[config.mk]
export PLATFORM = sky130hd
export DESIGN_NAME = lifo_stack
export DESIGN_NICKNAME = d
export VERILOG_FILES = /design/src/rtl/lifo_stack_pkg.sv /design/src/rtl/lifo_stack_mem.sv /design/src/rtl/lifo_stack.sv
export SDC_FILE = /design/constraint.sdc
export NUM_CORES = 1
export LEC_CHECK = 0
export BUFFER_PORTS_ARGS = -buffer_cell sky130_fd_sc_hd__buf_4
export CORE_MARGIN = 8
export CORE_UTILIZATION = 55
export DETAILED_ROUTE_END_ITERATION = 10
export GPL_TIMING_DRIVEN = 0
export PLACE_DENSITY_LB_ADDON = 0.08
export SLEW_MARGIN = 0
export SYNTH_ARGS = -nofsm -noshare
export SYNTH_HDL_FRONTEND = slang
export SYNTH_SLANG_ARGS = --single-unit
[constraint.sdc]
create_clock -name clk -period 4.7 [get_ports clk]
set_input_delay 0.94 -clock clk [delete_from_list [all_inputs] [get_ports clk]]
set_output_delay 0.94 -clock clk [all_outputs]
set_load 0.005 [all_outputs]
[src/rtl/lifo_stack_pkg.sv]
`default_nettype none
// ============================================================================
// Module      : lifo_stack_pkg
// Description : Shared definitions for the LIFO stack. Holds the default
//               geometry, the count-width helper and the operation decode
//               that turns push/pop strobes plus stack status into a single
//               accepted operation.
// Revision    : 1.0 - initial release
// ============================================================================
package lifo_stack_pkg;

   localparam int DEF_DATA_W = 32;
   localparam int DEF_DEPTH  = 16;

   // Operation actually carried out this cycle. Rejected requests decode to
   // OP_NONE; the error flags are derived separately from the raw strobes.
   typedef enum logic [1:0] {
      OP_NONE    = 2'd0,
      OP_PUSH    = 2'd1,
      OP_POP     = 2'd2,
      OP_REPLACE = 2'd3
   } op_t;

   // Width needed to hold an occupancy of 0..depth inclusive.
   function automatic int calc_cnt_w(input int depth);
      return $clog2(depth + 1);
   endfunction

   // A push+pop is always a replace-top (or a pass-through when empty).
   // A lone push while full is only accepted when circular overwrite is on.
   function automatic op_t decode_op(
      input logic push,
      input logic pop,
      input logic empty,
      input logic full,
      input logic wrap_en
   );
      op_t op;
      op = OP_NONE;
      if (push && pop) begin
         op = OP_REPLACE;
      end else if (push) begin
         op = (full && !wrap_en) ? OP_NONE : OP_PUSH;
      end else if (pop) begin
         op = empty ? OP_NONE : OP_POP;
      end
      return op;
   endfunction

endpackage : lifo_stack_pkg
`default_nettype wire

[src/rtl/lifo_stack_mem.sv]
`default_nettype none
// ============================================================================
// Module      : lifo_stack_mem
// Description : Entry storage for the LIFO stack. DATA_W x DEPTH register
//               array with one synchronous write port and one asynchronous
//               read port. Contents are not reset.
// Ports       : clk    - write clock
//               we     - write enable
//               waddr  - write index
//               wdata  - write data
//               raddr  - read index
//               rdata  - combinational read data
// Revision    : 1.0 - initial release
// ============================================================================
module lifo_stack_mem #(
   parameter int DATA_W = 32,
   parameter int DEPTH  = 16,
   parameter int IDX_W  = 4
) (
   input  logic              clk,
   input  logic              we,
   input  logic [IDX_W-1:0]  waddr,
   input  logic [DATA_W-1:0] wdata,
   input  logic [IDX_W-1:0]  raddr,
   output logic [DATA_W-1:0] rdata
);

   logic [DATA_W-1:0] r_mem [DEPTH];

   always_ff @(posedge clk) begin
      if (we) begin
         r_mem[waddr] <= wdata;
      end
   end

   assign rdata = r_mem[raddr];

endmodule : lifo_stack_mem
`default_nettype wire

[src/rtl/lifo_stack.sv]
`default_nettype none
// ============================================================================
// Module      : lifo_stack
// Description : Parametrised LIFO stack (return-address / operand stack).
//               Combinational peek of the top entry, registered pop result
//               with a one-cycle valid strobe, same-cycle replace-top,
//               occupancy count and sticky overflow/underflow flags.
//               Optional build macro LIFO_STACK_WRAP_EN turns a push while
//               full into a circular overwrite of the oldest entry.
// Ports       : clk, reset          - clock, synchronous active-high reset
//               push, push_data     - push request and its data
//               pop                 - pop request
//               err_clr             - clears the sticky error flags
//               top_data            - current top entry, 0 when empty
//               pop_data, pop_valid - registered pop result and its strobe
//               count, empty, full  - occupancy status
//               overflow, underflow - sticky error flags
// Revision    : 1.0 - initial release
// ============================================================================
module lifo_stack
   import lifo_stack_pkg::*;
#(
   parameter  int DATA_W = DEF_DATA_W,
   parameter  int DEPTH  = DEF_DEPTH,
   localparam int CNT_W  = calc_cnt_w(DEPTH)
) (
   input  logic              clk,
   input  logic              reset,
   input  logic              push,
   input  logic              pop,
   input  logic [DATA_W-1:0] push_data,
   input  logic              err_clr,
   output logic [DATA_W-1:0] top_data,
   output logic [DATA_W-1:0] pop_data,
   output logic              pop_valid,
   output logic [CNT_W-1:0]  count,
   output logic              empty,
   output logic              full,
   output logic              overflow,
   output logic              underflow
);

   localparam int               c_IDX_W = $clog2(DEPTH);
   localparam logic [CNT_W-1:0] c_DEPTH = CNT_W'(DEPTH);
   localparam logic [CNT_W-1:0] c_LAST  = CNT_W'(DEPTH - 1);
   localparam logic [CNT_W-1:0] c_ONE   = CNT_W'(1);
`ifdef LIFO_STACK_WRAP_EN
   localparam logic             c_WRAP_EN = 1'b1;
`else
   localparam logic             c_WRAP_EN = 1'b0;
`endif

   logic [CNT_W-1:0]  r_ptr;       // next free slot
   logic [CNT_W-1:0]  r_count;
   logic [DATA_W-1:0] r_pop_data;
   logic              r_pop_valid;
   logic              r_overflow;
   logic              r_underflow;

   logic              w_empty;
   logic              w_full;
   op_t               w_op;
   logic [CNT_W-1:0]  w_top_idx;
   logic [CNT_W-1:0]  w_ptr_inc;
   logic              w_we;
   logic [CNT_W-1:0]  w_waddr;
   logic [DATA_W-1:0] w_rd_data;
   logic              w_ovf_set;
   logic              w_unf_set;

   assign w_empty = (r_count == '0);
   assign w_full  = (r_count == c_DEPTH);
   assign w_op    = decode_op(push, pop, w_empty, w_full, c_WRAP_EN);

   // Index of the top entry. The 0 -> DEPTH-1 wrap only matters in the
   // circular build; otherwise ptr is 0 only when empty and the read data is
   // masked off anyway.
   assign w_top_idx = (r_ptr == '0) ? c_LAST : (r_ptr - c_ONE);

`ifdef LIFO_STACK_WRAP_EN
   assign w_ptr_inc = (r_ptr == c_LAST) ? '0 : (r_ptr + c_ONE);
`else
   assign w_ptr_inc = r_ptr + c_ONE;
`endif

   // Push writes the free slot; replace-top overwrites the current top.
   // A replace on an empty stack is a pass-through and leaves memory alone.
   always_comb begin
      w_we    = 1'b0;
      w_waddr = r_ptr;
      case (w_op)
         OP_PUSH: begin
            w_we    = 1'b1;
            w_waddr = r_ptr;
         end
         OP_REPLACE: begin
            w_we    = !w_empty;
            w_waddr = w_top_idx;
         end
         default: begin
            w_we    = 1'b0;
            w_waddr = r_ptr;
         end
      endcase
   end

   lifo_stack_mem #(
      .DATA_W (DATA_W),
      .DEPTH  (DEPTH),
      .IDX_W  (c_IDX_W)
   ) u_mem (
      .clk   (clk),
      .we    (w_we),
      .waddr (c_IDX_W'(w_waddr)),
      .wdata (push_data),
      .raddr (c_IDX_W'(w_top_idx)),
      .rdata (w_rd_data)
   );

   assign w_ovf_set = push && !pop && w_full;
   assign w_unf_set = pop && !push && w_empty;

   always_ff @(posedge clk) begin
      if (reset) begin
         r_ptr       <= '0;
         r_count     <= '0;
         r_pop_data  <= '0;
         r_pop_valid <= 1'b0;
         r_overflow  <= 1'b0;
         r_underflow <= 1'b0;
      end else begin
         r_pop_valid <= 1'b0;
         case (w_op)
            OP_PUSH: begin
               r_ptr <= w_ptr_inc;
               // A circular overwrite while full keeps the count at DEPTH.
               if (!w_full) begin
                  r_count <= r_count + c_ONE;
               end
            end
            OP_POP: begin
               r_pop_data  <= w_rd_data;
               r_pop_valid <= 1'b1;
               r_ptr       <= w_top_idx;
               r_count     <= r_count - c_ONE;
            end
            OP_REPLACE: begin
               r_pop_data  <= w_empty ? push_data : w_rd_data;
               r_pop_valid <= 1'b1;
            end
            default: begin
            end
         endcase
         // A set event in the same cycle as err_clr wins.
         r_overflow  <= w_ovf_set | (r_overflow  & ~err_clr);
         r_underflow <= w_unf_set | (r_underflow & ~err_clr);
      end
   end

   assign top_data  = w_empty ? '0 : w_rd_data;
   assign pop_data  = r_pop_data;
   assign pop_valid = r_pop_valid;
   assign count     = r_count;
   assign empty     = w_empty;
   assign full      = w_full;
   assign overflow  = r_overflow;
   assign underflow = r_underflow;

endmodule : lifo_stack
`default_nettype wire

# Word-level counts from Yosys, hierarchy flattened
# Memories as Yosys holds them, arrays and structs flattened.
# Cells that the tools add are included.
# op_classes
addsub	4
n_eq_ne	5
mux	17
n_bitwise	5
n_reduce_logical	14
# ops
operator	count
$mux W32	2
$pmux W32 S2	1
$pmux W5 S2	2
$add A5 B1 Y5 const B	2
$logic_not A5 Y1	2
$mux W5	2
$sub A5 B1 Y5 const B	2
$mux W2	4
$eq A5 B5 Y1 const B	1
$logic_and A1 B1 Y1	5
$eq A2 B2 Y1 const B	2
$mux W1	4
$mux W4	1
$reduce_bool A2 Y1	2
$logic_not A1 Y1	3
$and A1 B1 Y1	2
$eq A2 B1 Y1 const B	1
$ne A2 B2 Y1 const B	1
$or A1 B1 Y1	2
$pmux W1 S2	1
$reduce_and A2 Y1	1
$reduce_or A2 Y1	1
$not A1 Y1	1
# totals
reg_bits	45
ramBits	512
in_bits	37
output_inout_bits	74
elab_cells	52
memories	1
# memory_table
name	depth	width	rd	rd_clocked_by_memory_dff	wr	line	rtl
u_mem.r_mem	16	32	1	0	1	lifo_stack_mem.sv:28	logic [DATA_W-1:0] r_mem [DEPTH];

# Depth between registers and ports, before layout
# Gate-level depths: netlist of the first run.
# logic_depth
depth_word	9
mapped_depth	17
mapped_depth_nobuf	14

# Modules after synthesis
# From an unflattened synthesis of the first run, not the netlist that was laid out.
# hier_totals
hier_cells	1111
area_unflattened_um2	21738.3
# modules_own_cells
mod	instances	cells_per_inst	area_each_um2	seq_area_each_um2
lifo_stack_mem	1	806	19213.4	15374.7
lifo_stack	1	305	2524.9	900.9

# Worst setup path before layout of the first run
# OpenSTA, ideal clock, no wires.
# synth_path
kind	reg-to-reg
startpoint	register r_ptr[0]
endpoint	memory u_mem.r_mem[8][0], enable pin
setup_time_ps	424
arrival_time_ps	3959
required_ps	4276
setup_slack_ps	316
path_stages_with_launch	11
n_path_buf	3
synth_period_minus_slack_ps	4384
path_cell_list	dfxtp_1 clkbuf_1 inv_1 ha_1 or2_2 o21a_1 clkbuf_1 a211oi_1 clkbuf_1 a21oi_1 nor2b_1
# synth_between
elab_chain_len	3
word_cells_on_any_way	4
cone_classes	1 x add/sub; 2 x mux; 1 x reduce/logical
# synth_lines
element	line	rtl
start: declaration	lifo_stack.sv:53	logic [CNT_W-1:0] r_ptr;
start signal: assignment	lifo_stack.sv:135	r_ptr <= w_ptr_inc;
start signal: assignment	lifo_stack.sv:144	r_ptr <= w_top_idx;
$sub A5 B1 Y5 / $logic_not A5 Y1 (equally long branches)	lifo_stack.sv:78	assign w_top_idx = (r_ptr == '0) ? c_LAST : (r_ptr - c_ONE);
$mux W5	lifo_stack.sv:78	
$mux W4 *	lifo_stack.sv:91	case (w_op)
end: declaration	lifo_stack_mem.sv:28	
# Mark *: on every way between the ends. The rest lies on a longest branch, timed or not.

# Worst setup path after layout of the first run
# layout_path
startpoint	register r_ptr[0]
endpoint	output top_data[1]
# layout_between
elab_chain_len	4
word_cells_on_any_way	5
cone_classes	1 x add/sub; 2 x mux; 1 x reduce/logical; 1 x memory
# layout_lines
element	line	rtl
$sub A5 B1 Y5 / $logic_not A5 Y1 (equally long branches)	lifo_stack.sv:78	
$mux W5 *	lifo_stack.sv:78	
$mem_v2 Z16 W32 *	-	
$mux W32 *	lifo_stack.sv:160	assign top_data = w_empty ? '0 : w_rd_data;
end: declaration	lifo_stack.sv:33	output logic [DATA_W-1:0] top_data,
# Marked as above.

==> metrics.md, run 1 <==
| Metric | Value |
|---|---|
| Hold Crit Class | reg2reg |
| Warnings, synthesis | 0 |
| Main combinational cell family by area after synthesis | multiplexers |
| Clk sinks | 557 |
| Placed instance area | 23600 sq um |
| Initial antenna violation count | 0 |
| CP Data Required Time | 3760 ps |
| Filler cell count | 2662 |
| Fin area | 25500 sq um |
| Vias per cell | 6.46 |
| Synth cell types | 43 |
| Seq/Total Area, Yosys | 75.2% |
| Hold path depth | 1 |
| Area Growth Syn to Fin | 17.7% |
| Final GP Congestion | 0.768 |
| Unrepaired setup endpoints after global routing | true |
| Placed Cells | 1740 |
| Setup crit end kind | output port |
| Worst IR Drop VDD | 0.397 mV |
| Post-synth top flop | edfxtp_1 |
| Core area | 38700 sq um |
| CP max stage delay | 420 ps |
| Slew @ Worst Pin | 1270 ps |
| Most frequent cells after synthesis | 512 x edfxtp_1, 128 x mux4_2, 70 x a31oi_1 |
| R2r setup slk | 580 ps |
| Synth Area in Simple Gates | 3.38% |
| CTS Buf Count | 55 |
| Bufs on Longest Clock Path | 3 |
| Compound-Gate Fraction of Synth Area | 5.61% |
| Final setup vio count | 0 |
| Buffers & Inverters on Critical Path | 5 |
| Root buf cell | clkbuf_16 |
| Port bufs | 110 |
| Crit Path Class | reg2out |
| Worst endpoint data arrival time | 3630 ps |
| First-pass DRT Iterations | 5 |
| Crit path cell chain | buf_2 -> inv_2 -> ha_1 -> or2_2 -> o21a_1 -> clkbuf_1 -> a211oi_4 -> clkbuf_4 -> a22oi_1 -> a31oi_1 -> buf_4 |
| Ys async rst share | 0% |
| Avg Inst Size Synth | 19.7 sq um |
| Critical-path maximum fanout | 10 |
| Tmin final | 4570 ps |
| Hold_buf cts | 0 |
| Vias | 11900 |
| RR Endpoint | u_mem.r_mem[0][15] |
| Die height | 214 microns |
| Cell Count, Final, Fillers Out | 1846 |
| Synth top area cells | edfxtp_1 71%, mux4_2 13%, dfxtp_1 4.2% |
| Area of the multi-input gates | 5250 sq um |
| CP startpoint kind | flop |
| Hold Path End | pop_data[6] |
| Hpwl dp | 32700 microns |
| Layout cell share with drive strength beyond 1 | 30.9% |
| Worst clock skew | 18.7 ps |
| CTS tree | built |
| Initial Utilization | 55.9% |
| Top Family by Delay on Critical Path | buffers and inverters |
| Area leader, netlist | edfxtp_1 |
| Final TNS setup | 0 ps |
| Slew Limit Headroom | 14.5% |
| Register Area | 16300 sq um |
| Hold Fails Final Rpt | 0 |
| Mux cell area share after synthesis | 13.4% |
| Total track usage | 22.8% |
| # diodes | 0 |
| Status | complete, no violations |
| Post-synth EDFFs | 512 |
| Clk slew on worst S/H paths | 60 ps |
| Final wirelength | 53400 microns |
| Max Slew Vio Count | 0 |
| Leakage | 8.15 nW |
| Worst path slowest cell | a211oi_4 |
| Post-Syn Area | 21600 sq um |
| Hold_ws | 491 ps |
| ANT nets after route | 0 |
| Reg2reg start | r_ptr[0] |
| Hold_sp | pop_data[6] |
| Seq cells post-synth | 557 |
| Most frequent cell after synthesis | edfxtp_1 |
| Post-Synth XOR/XNOR Area | 0.324% |
| Aggregate global routing overflow | 0 |
| Top-area cell type share of the netlist area | 71.1% |
| Skew-Pair Late Insertion Delay | 610 ps |
| Period utilisation layout | 97.3% |
| Total power | 15.6 mW |
| Number of remaining DRC errors | 0 |
| Synthesized netlist cell count | 1096 |
| Largest net degree at the start of global routing | 24 |
| I/O Pins | 111 |
| Site row count | 72 |
| Adder-Cell Fraction of Synth Area | 0.405% |
| MaxCap Viol Count | 0 |
| Pwr dens | 612 nW/um^2 |
| H-tree levels | 2 |
| Vias in the first global route | 11900 |
| First-pass GRT wire length | 78300 microns |
| Worst reg2reg path depth | 9 |
| DR iter-0 viols | 1303 |
| Die area | 45900 sq um |
| Net Count, Synth | 1140 |
| Wirelength per Cell | 28.9 microns |
| FMAX | 219 MHz |
| Die width | 214 microns |
| Final net count | 1326 |
-- metal layers --
metal / GRT usage, % / share of wire, % / vias up
met5: 0 / 0 / -
met4: 7.22 / 2.5 / 0
met3: 4.37 / 8.2 / 89
met2: 35.8 / 47 / 568
met1: 32.2 / 42 / 6259
li1: - / - / 5006
-- per-stage QoR --
stage / utilization (%) / worst slack [ps]
2_1_floorplan: - / 316
3_5_place_dp: 60.8 / -466
6_report: 65.7 / 127
5_1_grt: 65.7 / -14.9
3_3_place_gp: 59.7 / -2550
4_1_cts: 65.5 / 0.957
-- cells by family after synthesis --
family	Yosys count
flops	557
compound gates	167
fa+ha+maj	7
mux	129
xor+xnor	8
simple gates	148
buf+inv	80
-- cells in the final DEF, fill, tap and decap left out, types with 3 or more instances in the layout --
cell type    n
nor2b_1      7
mux4_2     128
nor2b_4      4
inv_1        8
buf_2        4
bufinv_16    3
clkbuf_1    50
nor3_1       7
nand2b_1     4
clkbuf_16   56
a22oi_2     16
a21oi_1      7
xor2_1       6
a31oi_1     68
nand3_1     66
a22oi_1     17
dfxtp_1     45
nor2_1      21
clkbuf_2    17
buf_4      123
clkbuf_4     7
ha_1         6
a221o_1     34
nand2_1     15
buf_12      16
buf_6        7
o21ai_0     10
edfxtp_1   512
clkinv_1    14
nor2_4      12
-- layout make-up --
cell class                 count  area share [%]
multi-input combinational    459            20.6
sequential                   557            63.9
clock inverter                21           0.698
buffer                        71            1.61
clock buffer                  82            5.92
inverter                       9           0.133
tap                          518            2.54
timing repair buffer         129            4.59
-- flip-flops by register name, summed over array words and instances (netlist names) --
| signal | count |
|---|---|
| u_mem.r_mem | 512 |
| pop_data | 32 |
| count | 5 |
| r_ptr | 5 |
| overflow | 1 |
| pop_valid | 1 |
| underflow | 1 |
-- timing repair --
action,4_1_cts,5_1_grt
gates resized for setup,52,28
pin swaps,1,4
gates cloned,0,0
endpoints found under the setup margin,374,32
setup buffers,1,2
-- worst max-delay path by stage --
stage | start | to | slack (ps) | cells past startpoint
3_5_place_dp | r_ptr[0] | top_data[10] | -470 | 11
6_report | r_ptr[0] | top_data[1] | 130 | 11
2_1_floorplan | r_ptr[0] | u_mem.r_mem[8][0] | 320 | 10
4_1_cts | r_ptr[0] | top_data[27] | 1 | 12
5_1_grt | r_ptr[0] | top_data[14] | -10 | 12
3_3_place_gp | r_ptr[0] | u_mem.r_mem[0][14] | -2550 | 9
-- power by group --
group          internal (mW)  switching (mW)
logic                   2.31            3.19
clock network           2.38            1.79
registers               5.77           0.157
total                   10.5            5.14
(Power assumes the default switching activity.)
==> inputs of run 2 (changes only) <==
PLACE_DENSITY = 0.77   (was default)
PLACE_DENSITY_LB_ADDON = default   (was 0.08)
==> run 2 against run 1 <==
Sequential share of layout area down 0.14 points; total power up 0.52%; combinational power up 3.6%; sequential cell count did not move; sequential power hardly changed; critical endpoint is now top_data[12]; largest power group unchanged.
==> metrics.md, run 2 (synthesis gave the netlist of run 1 again) <==
| Metric | Value |
|---|---|
| Status | complete, no violations |
| Fin area | 25500 sq um (+0.22%) |
| First-pass GRT wire length | 80700 microns (+3.0%) |
| H-tree levels | 2 (unchanged) |
| Site row count | 72 (unchanged) |
| Total track usage | 23.3% (+0.57 points) |
| Final GP Congestion | 0.818 (+6.5%) |
| Clk sinks | 557 (unchanged) |
| Fin util | 65.9% (+0.15 points) |
| Max Slew Vio Count | 0 (unchanged) |
| Max reg flops | 512 (unchanged) |
| Final TNS setup | 0 ps (unchanged) |
| Hold_sp | pop_data[7] |
| Leading cell type in the layout, fill and taps excluded | edfxtp_1 |
| FMAX | 217 MHz (-0.80%) |
| Placed instance area | 23600 sq um (+0.13%) |
| Worst IR Drop VDD | 0.436 mV (+9.8%) |
| Crit Path Class | reg2out |
| First-pass DRT Iterations | 6 (+1) |
| Die area | 45900 sq um (unchanged) |
| Core area | 38700 sq um (unchanged) |
| Final net count | 1325 (-0.075%) |
| Hpwl dp | 33400 microns (+1.9%) |
| Final setup vio count | 0 (unchanged) |
| CP Data Required Time | 3760 ps (about the same) |
| Hold_ws | 493 ps (+2.22 ps) |
| Critical-path maximum fanout | 10 (unchanged) |
| Final wirelength | 54600 microns (+2.3%) |
| Largest Register | u_mem.r_mem |
| Pwr dens | 614 nW/um^2 (+0.29%) |
| Number of remaining DRC errors | 0 (unchanged) |
| CTS Buf Count | 53 (-3.6%) |
| Area Growth Syn to Fin | 18.0% |
| Period utilisation layout | 98.1% (+0.78 points) |
| Slew Limit Headroom | 9.29% (-5.2 points) |
| CTS tree | built |
| Largest net degree at the start of global routing | 25 (+4.2%) |
| Worst endpoint data arrival time | 3670 ps (+40 ps) |
| CP startpoint kind | flop |
| Vias per cell | 6.71 (+3.9%) |
| Reg2reg start | count[2] |
| Hold Crit Class | reg2reg |
| Worst reg2reg path depth | 12 (+3) |
| Skew-Pair Late Insertion Delay | 590 ps (-20 ps) |
| Initial antenna violation count | 0 (unchanged) |
| I/O Pins | 111 (unchanged) |
| Wirelength per Cell | 29.6 microns (+2.4%) |
| Leakage | 8.16 nW (+0.21%) |
| Aggregate global routing overflow | 0 (unchanged) |
| MaxCap Viol Count | 0 (unchanged) |
| CP startpoint | r_ptr[1] |
| # diodes | 0 (unchanged) |
| Tmin final | 4610 ps (+36.8 ps) |
| Vias | 12400 (+3.8%) |
| Die width | 214 microns (unchanged) |
| Most frequent cells in the layout | 512 x edfxtp_1, 128 x mux4_2, 119 x buf_4, 66 x nand3_1, 62 x a31oi_1 |
| Port bufs | 110 (unchanged) |
| Clk slew on worst S/H paths | 60 ps (about the same) |
| Die height | 214 microns (unchanged) |
| Filler cell count | 2516 (-5.5%) |
| Slew @ Worst Pin | 1350 ps (+77.2 ps) |
| Root buf cell | clkbuf_16 |
| Hold_buf cts | 0 (unchanged) |
| Bufs on Longest Clock Path | 3 (unchanged) |
| Setup crit end kind | output port |
| Register Area | 16300 sq um (unchanged) |
| Layout cell share with drive strength beyond 1 | 32.3% (+1.4 points) |
| Total power | 15.7 mW (+0.52%) |
| Vias in the first global route | 12600 (+5.9%) |
| Hold path depth | 1 (unchanged) |
| Worst clock skew | 13.7 ps (-4.97 ps) |
| Hold Fails Final Rpt | 0 (unchanged) |
| Area of the multi-input gates | 5320 sq um (+1.3%) |
| ANT nets after route | 0 (unchanged) |
| DR iter-0 viols | 1708 (+31%) |
| Initial Utilization | 55.9% (unchanged) |
[run 2: cell count changes in the layout (fill, tap and decap cells not counted), moves of 3 or more]
cell / previous run / this run
a31oi_1: 68 / 62
clkinv_1: 14 / 8
clkinv_2: 2 / 8
a22oi_1: 17 / 13
a22oi_2: 16 / 20
a31oi_2: 1 / 5
buf_16: 0 / 4
buf_4: 123 / 119
clkbuf_1: 50 / 46
clkbuf_2: 17 / 21
buf_12: 16 / 13
[run 2: worst max-delay path: stages (launching register included)]
cell and delay [ps]:
dfxtp_1 500, inv_1 160, ha_1 340, clkbuf_1 380
clkbuf_1 620, mux4_2 420, a22oi_2 310, a31oi_4 160
buf_4 190
[run 2: power by group]
group	internal, mW	switching, mW
clock network	2.26	1.78
logic	2.38	3.32
registers	5.77	0.169
[run 2: per-stage QoR]
step	worst slack, ps	cells
2_1_floorplan	316	1096
3_3_place_gp	-2100	1724
3_5_place_dp	-290	1740
4_1_cts	17.4	1842
5_1_grt	-18.5	1844
6_report	90.6	1844
[run 2: final timing paths]
| check | to | slack (ps) |
|---|---|---|
| max | top_data[12] | 90 |
| min | pop_data[7] | 490 |
| max reg2reg | u_mem.r_mem[7][4] | 420 |
| min reg2reg | pop_data[7] | 490 |
[run 2: area by class of cell]
class	count	share of cell area [%]
timing repair buffer	131	4.80
tap	518	2.54
sequential	557	63.8
buffer	70	1.56
inverter	9	0.132
multi-input combinational	459	20.8
clock buffer	80	5.88
clock inverter	20	0.495
[run 2: repair_timing]
| item | 4_1_cts | 5_1_grt |
|---|---|---|
| pin swaps | 1 | 6 |
| buffers inserted | 3 | 2 |
| setup endpoints to repair | 278 | 32 |
| resized for setup | 40 | 59 |
[run 2: routing by layer]
layer | vias up | wire (microns) | global-route usage, % | share of wire (%)
li1 | 4997 | - | - | -
met1 | 6369 | 21400 | 31.8 | 39
met2 | 898 | 26500 | 36.9 | 48
met3 | 114 | 5530 | 5.78 | 10
met4 | 0 | 1260 | 7.56 | 2.3
met5 | - | 0 | 0 | 0
